## src/rtl/vga_pkg.sv

```systemverilog
// Shared VGA game constants and types; includes the jump controller's
// physics constants and the fall-speed helper.
package vga_pkg;

  localparam int unsigned YPOS_W     = 11;
  localparam int unsigned VEL_W      = 7;

  localparam int unsigned GROUNDLVL  = 480;
  localparam int unsigned Rect_hight = 10;

  localparam int unsigned GROUND_Y   = GROUNDLVL - Rect_hight;
  localparam int unsigned Y_MIN      = 0;
  localparam int unsigned JUMP_V     = 16;
  localparam int unsigned GRAVITY    = 1;
  localparam int unsigned V_MAX      = 16;

  typedef enum logic [1:0] {
    GROUND = 2'd0,
    RISE   = 2'd1,
    FALL   = 2'd2
  } jump_state_t;

  // Falling speed after one frame of gravity, saturated at v_max.
  function automatic logic [VEL_W-1:0] fall_speed(input logic [VEL_W-1:0] v,
                                                  input int unsigned    gravity,
                                                  input int unsigned    v_max);
    logic [VEL_W:0] s;
    s = {1'b0, v} + (VEL_W+1)'(gravity);
    if (s > (VEL_W+1)'(v_max)) s = (VEL_W+1)'(v_max);
    return s[VEL_W-1:0];
  endfunction

endpackage

```

## src/rtl/rect_jump_ctl.sv

```systemverilog
// Per-frame vertical motion of the player rectangle: takeoff on a button
// edge, decelerating rise, gravity fall with speed cap, landing pulse.
module rect_jump_ctl
  import vga_pkg::*;
#(
  parameter int unsigned GROUND_Y = vga_pkg::GROUND_Y,
  parameter int unsigned Y_MIN    = vga_pkg::Y_MIN,
  parameter int unsigned JUMP_V   = vga_pkg::JUMP_V,
  parameter int unsigned GRAVITY  = vga_pkg::GRAVITY,
  parameter int unsigned V_MAX    = vga_pkg::V_MAX
) (
  input  logic              clk,
  input  logic              rst,
  input  logic              frame_tick,
  input  logic              enable,
  input  logic              jump_btn,
  output logic [YPOS_W-1:0] ypos,
  output logic              airborne,
  output logic              landed,
  output logic [1:0]        state
);

  localparam logic [1:0] ST_GROUND = GROUND;
  localparam logic [1:0] ST_RISE   = RISE;
  localparam logic [1:0] ST_FALL   = FALL;

  localparam int unsigned EXT_W = YPOS_W + 1;

  logic [1:0]        r_state;
  logic [YPOS_W-1:0] r_ypos;
  logic [VEL_W-1:0]  r_v;
  logic              r_pending;
  logic              r_btn_prev;
  logic              r_airborne;
  logic              r_landed;

  logic              w_tick;
  logic              w_btn_edge;
  logic              w_go;
  logic [VEL_W-1:0]  w_vn;
  logic [EXT_W-1:0]  w_yn;
  logic              w_ceil_hit;

  logic [1:0]        w_state_nx;
  logic [YPOS_W-1:0] w_ypos_nx;
  logic [VEL_W-1:0]  w_v_nx;
  logic              w_landed_nx;

  assign w_tick     = frame_tick & enable;
  assign w_btn_edge = jump_btn & ~r_btn_prev;
  // An edge arriving on the tick cycle itself still launches the jump.
  assign w_go       = r_pending | w_btn_edge;

  assign w_vn       = fall_speed(r_v, GRAVITY, V_MAX);
  assign w_yn       = EXT_W'(r_ypos) + EXT_W'(w_vn);
  assign w_ceil_hit = EXT_W'(r_ypos) < (EXT_W'(Y_MIN) + EXT_W'(r_v));

  // Next-state and next-position logic, evaluated only on an enabled tick.
  always_comb begin
    w_state_nx  = r_state;
    w_ypos_nx   = r_ypos;
    w_v_nx      = r_v;
    w_landed_nx = 1'b0;
    if (w_tick) begin
      case (r_state)
        ST_GROUND: begin
          if (w_go) begin
            w_state_nx = ST_RISE;
            w_v_nx     = VEL_W'(JUMP_V);
          end
        end
        ST_RISE: begin
          if (w_ceil_hit) begin
            w_ypos_nx  = YPOS_W'(Y_MIN);
            w_v_nx     = '0;
            w_state_nx = ST_FALL;
          end else begin
            w_ypos_nx = r_ypos - YPOS_W'(r_v);
            if (r_v <= VEL_W'(GRAVITY)) begin
              w_v_nx     = '0;
              w_state_nx = ST_FALL;
            end else begin
              w_v_nx = r_v - VEL_W'(GRAVITY);
            end
          end
        end
        ST_FALL: begin
          if (w_yn >= EXT_W'(GROUND_Y)) begin
            w_ypos_nx   = YPOS_W'(GROUND_Y);
            w_v_nx      = '0;
            w_state_nx  = ST_GROUND;
            w_landed_nx = 1'b1;
          end else begin
            w_ypos_nx = w_yn[YPOS_W-1:0];
            w_v_nx    = w_vn;
          end
        end
        default: begin
          w_state_nx = ST_GROUND;
          w_ypos_nx  = YPOS_W'(GROUND_Y);
          w_v_nx     = '0;
        end
      endcase
    end
  end

  // Pending request is consumed by every tick, airborne or not.
  always_ff @(posedge clk) begin
    if (rst) begin
      r_state    <= ST_GROUND;
      r_ypos     <= YPOS_W'(GROUND_Y);
      r_v        <= '0;
      r_pending  <= 1'b0;
      r_btn_prev <= 1'b0;
      r_airborne <= 1'b0;
      r_landed   <= 1'b0;
    end else begin
      r_state    <= w_state_nx;
      r_ypos     <= w_ypos_nx;
      r_v        <= w_v_nx;
      r_btn_prev <= jump_btn;
      r_airborne <= (w_state_nx != ST_GROUND);
      r_landed   <= w_landed_nx;
      if (w_tick)          r_pending <= 1'b0;
      else if (w_btn_edge) r_pending <= 1'b1;
    end
  end

  assign ypos     = r_ypos;
  assign state    = r_state;
  assign airborne = r_airborne;
  assign landed   = r_landed;

endmodule
```

## config.mk

```make
export PLATFORM = sky130hd
export DESIGN_NAME = rect_jump_ctl
export DESIGN_NICKNAME = d
export VERILOG_FILES = /design/src/rtl/vga_pkg.sv /design/src/rtl/rect_jump_ctl.sv
export SDC_FILE = /design/constraint.sdc
export NUM_CORES = 1
export LEC_CHECK = 0
export BUFFER_PORTS_ARGS = -buffer_cell sky130_fd_sc_hd__clkbuf_2
export CAP_MARGIN = 20
export CORE_ASPECT_RATIO = 0.5
export CORE_MARGIN = 5
export CORE_UTILIZATION = 60
export DETAILED_ROUTE_END_ITERATION = 16
export PLACE_DENSITY = 0.84
export RECOVER_POWER = 50
export SLEW_MARGIN = 20
export SYNTH_ARGS = -nofsm -noshare
export SYNTH_HDL_FRONTEND = slang
export SYNTH_SLANG_ARGS = --single-unit
```

## constraint.sdc

```tcl
create_clock -name clk -period 7.95 [get_ports clk]
set_input_delay 1.9875 -clock clk [delete_from_list [all_inputs] [get_ports clk]]
set_output_delay 1.9875 -clock clk [all_outputs]
set_load 0.01 [all_outputs]
```

Word level (Yosys, flattened, before mapping)
Index checks and enable logic that the tools add are counted.
Storage, ports and cells
  output and inout port bits: 15
  ROM bits: 0
  memory bits (writable): 0
  register bits: 24
  bits in latches: 0
  logic and storage cells: 47
  bits of input ports: 5
  memories kept: 0
Operators by class
  equal/unequal tests: 3
  magnitude comparators: 4
  div/mod/pow operators: 0
  add/sub/neg operators: 4
  shift-type cells: 0
  bitwise operators: 7
  muxes and demuxes: 16
  multiply operators: 0
  reductions and logical operators: 6
Operator list (number)
  $mux 7: 5
  $pmux 11 s3: 1
  $mux 11: 2
  $pmux 7 s3: 1
  $add 11x7->12: 1
  $ge 12x9->1 const B: 1
  $lt 11x7->1: 1
  $sub 11x7->11: 1
  $mux 2: 5
  $add 7x1->8 const B: 1
  $gt 8x5->1 const B: 1
  $le 7x1->1 const B: 1
  $sub 7x1->7 const B: 1
  $pmux 2 s3: 1
  $not 1->1: 4
  $reduce_and 2->1: 2
  $reduce_or 3->1: 1
  $and 1x1->1: 2
  $eq 2x1->1 const B: 1
  $eq 2x2->1 const B: 1
  $logic_not 2->1: 1
  $ne 2x2->1 const B: 1
  $reduce_bool 2->1: 1
  $reduce_or 2->1: 1
  other kinds (2): 2

Depth between registers and ports, before layout
  depth in word-level cells: 9
  mapped depth: 16
  depth with buffers taken out: 16

Least setup slack after synthesis
OpenSTA, ideal clock, no wires.
  path type: flip-flop to flip-flop
  start: reg r_v[1]
  end: reg r_ypos[8], in the netlist ypos[8]
  setup slack: 4.099 ns
  setup time: 0.122 ns
  clock period less this slack: 3.851 ns
  stages on the path, launching flop included: 16
  arrival: 3.729 ns
  buffers on the path: 0
  required time: 7.828 ns
  cells stage by stage: dfxtp_1 ha_1 nand3_1 or2_2 xnor2_1 nand4_1 a21boi_0 ha_1 a21o_1 and3_1 a311oi_4 a211oi_1 a211o_1 a21oi_4 a21oi_1 o32a_1
Between the ends
  longest elaborated chain between the ends: 7
  elaborated cells on any way between the ends: 10
  classes of those cells: add/sub (3); order compare (3); mux (4)
RTL lines
  from (decl): line rect_jump_ctl.sv:31  | logic [VEL_W-1:0] r_v;
  from (signal assigned): line rect_jump_ctl.sv:120  | r_v <= w_v_nx;
  $add 7x1->8: line vga_pkg.sv:28  | s = {1'b0, v} + (VEL_W+1)'(gravity);
  $gt 8x5->1: line vga_pkg.sv:29  | if (s > (VEL_W+1)'(v_max)) s = (VEL_W+1)'(v_max);
  $mux 7: line vga_pkg.sv:29
  $add 11x7->12: line rect_jump_ctl.sv:55  | assign w_yn = EXT_W'(r_ypos) + EXT_W'(w_vn);
  $ge 12x9->1: line rect_jump_ctl.sv:88  | if (w_yn >= EXT_W'(GROUND_Y)) begin
  $mux 11: line rect_jump_ctl.sv:88
  $pmux 11 s3 *: line rect_jump_ctl.sv:65  | case (r_state)
  to (signal assigned): line rect_jump_ctl.sv:111  | r_ypos <= YPOS_W'(GROUND_Y);
  to (signal assigned): line rect_jump_ctl.sv:119  | r_ypos <= w_ypos_nx;
  to (decl): line rect_jump_ctl.sv:30  | logic [YPOS_W-1:0] r_ypos;
Every way passes the cells marked *; elsewhere a longest branch is shown, timed or not.
A chain may end at the register's enable or synchronous reset.

Worst setup path in the final report
  start: reg r_v[0]
  end: reg r_ypos[8], in the netlist ypos[8]
Same word-level chain as after synthesis.

==> impl_metrics.csv <==
group,metric,value,unit
timing,worst_slew_pin_slew,766,ps
worst_setup_path,cp-end-kind,"flip-flop",
clock_tree,cts_tree,"done",
global_routing,grt_max_degree,17,
timing,rsz0062_at_grt,"no",
placed_design,hpwlAfterDp,5.13,mm
global_routing,first_global_vias,2224,
worst_setup_path,cp-start-kind,"flip-flop",
floorplanning,core-area,3900,µm²
final_layout,drive_gt1_share,4.36,%
clock_tree,cts_buffers,3,
clock_tree,htree_levels,1,
clock_tree,cts.sinks,24,
floorplanning,fp-row-count,16,
routing,wl_per_cell,16.7,µm
global_routing,grt_use_total,25.3,%
synth,synthFlopType,"dfxtp_1",
synth,ys.warnings.count,0,
synth,ys_types,57,
synth,synthTopCellsByArea,"dfxtp_1 (20%), ha_1 (11%), a21oi_1 (8.0%)",
synth,synth_seq_cells,24,
clock_tree,cts_setup_buffers,0,
placed_design,place_ws,3600,ps
routing,ant_nets,0,
floorplanning,fp.dieArea,5510,µm²
routing,first_pass_iters,5,
timing,hold_violations,0,
routing,vias_per_cell,6.54,
timing,relSlewSlack,49.0,%
hold_path,hold_path_class,"flip-flop to flip-flop",
synth,seq_area_frac_synth,19.7,%
synth,ys_top_cells_by_count,"a21oi_1 (39), nor2_1 (32), nand2_1 (30)",
worst_setup_path,r2r_slack,3530,ps
timing,finalClockSkew,5.04,ps
routing,drcViolationCount,0,
placed_design,numPortBuffers,19,
worst_setup_path,worstSetupPathType,"flip-flop to flip-flop",
synth,synth_top_cell_by_area,"dfxtp_1",
placed_design,gp_congestion,0.974,
global_routing,grt_pass1_wl,10.9,mm
clock_tree,insertion_delay,280,ps
synth,postSynth.asyncResetShare,0,%
timing,setup_violations,0,
synth,synth_area,2430,µm²
global_routing,gr-total-overflow,0,
clock_tree,post_cts_resized,0,
timing,final_max_slew_viol_count,0,
synth,synth.most_common_cell,"a21oi_1",
global_routing,antenna_found_initial,0,
power_and_ir_drop,max-vdd-ir-drop,0.0761,mV
final_layout,nets,373,
run,cap_violations,0,
power_and_ir_drop,p_per_area,109,nW/µm²
clock_tree,cts_buffer_depth,2,
timing,min_period,4420,ps
timing,period_share,55.6,%
final_layout,syn_to_final_growth,5.91,%
synth,synth_edf_count,0,
floorplanning,io_pins,20,
synth,syn_inst,333,
floorplanning,die_x,100,µm
floorplanning,start_util,62.3,%
final_layout,num_antenna_cells,0,
clock_tree,cts-root-buf,"clkbuf_8",
clock_tree,postCtsHoldBufs,0,
synth,syn_area_per_cell,7.31,µm²
timing,fmax,0.226,GHz
routing,vias,2601,
synth,synth_top_area_share,19.7,%
clock_tree,clkTransAtPathRegs,100,ps
floorplanning,die_h,55.0,µm
worst_setup_path,path_max_fanout,13,
routing,drtIter0Drc,225,
timing,tns,0,ps
routing,drt_wl_total,6.65,mm
timing,layout_setup_ws,3530,ps
power_and_ir_drop,leakage,0.941,nW
status,status,"complete, no violations",
worst_setup_path,critPathRequiredTime,8120,ps
worst_setup_path,arrival,4590,ps
-- power breakdown --
part           switching (W)   total, W  leakage, nW  internal (W)
sequential        0.00000342   0.000126        0.195      0.000123
clock              0.0000444  0.0000888       0.0288     0.0000444
combinational      0.0000425  0.0000663        0.718     0.0000238
-- cell type report --
type	instances	area (µm²)
Fill cell	350	1330
Multi-Input combinational cell	274	1810
Clock buffer	4	55.1
Inverter	23	86.3
Sequential cell	24	480
Tap cell	54	67.6
Timing Repair Buffer	19	73.8
-- through the flow --
stage          power [W]  std cells  cell area [µm²]  util, %  hold WS (ps)
6_report        0.000281        398             2580     66.0           555
5_1_grt         0.000293        398             2580     66.0           597
4_1_cts         0.000281        398             2600     66.6           558
3_5_place_dp    0.000193        394             2540     65.2           522
3_3_place_gp    0.000192        394             2540     65.2           525
2_1_floorplan   0.000178        334             2440        -           479
-- cells in the final DEF, fill, tap and decap left out, types with 11 or more instances in the layout --
cell type  instances
o211ai_1          11
clkbuf_1          17
nor2_1            32
ha_1              21
nand2_1           30
a21oi_1           39
o21ai_0           14
dfxtp_1           24
inv_1             23
xnor2_1           12
-- kinds of logic after synthesis --
kind of cell    count (synthesis)  synth area share [%]
simple gates                  105                  20.4
buf+inv                        36                  5.86
other cells                     1                 0.154
flops                          24                  19.7
fa+ha+maj                      24                  12.9
compound gates                125                  34.3
xor+xnor                       17                  6.12
mux                             1                 0.617
-- final timing paths --
path,from,to,cells after the start
max reg2reg,r_v[0],ypos[8],15
min,state[0],state[0],2
min reg2reg,state[0],state[0],2
max,r_v[0],ypos[8],15
-- registers in the layout (all words and copies together), names as in the netlist --
register	flops
r_btn_prev	1
r_pending	1
airborne	1
landed	1
r_v	7
state	2
ypos	11
-- worst max-delay path: stages, from the launching register on --
cell and delay, ps:
dfxtp_1 600, ha_1 330, nand3_1 150, or2_2 340, xnor2_1 130, nand4_1 100
a21boi_0 420, ha_1 330, a21o_1 210, and3_1 190, a311oi_4 390, a211oi_1 130
a211o_1 350, a21oi_4 250, a21oi_1 110, o32a_1 290
-- layer usage --
metal	vias up	part of all wire, %	wire, µm	global-route usage (%)
li1	1234	-	-	-
met2	139	42	2810	40.1
met1	1220	48	3200	36.8
met5	-	0	0	0
met4	0	0.81	54	5.15
met3	8	9.0	596	4.01
Power figures use the tool's default switching activity.
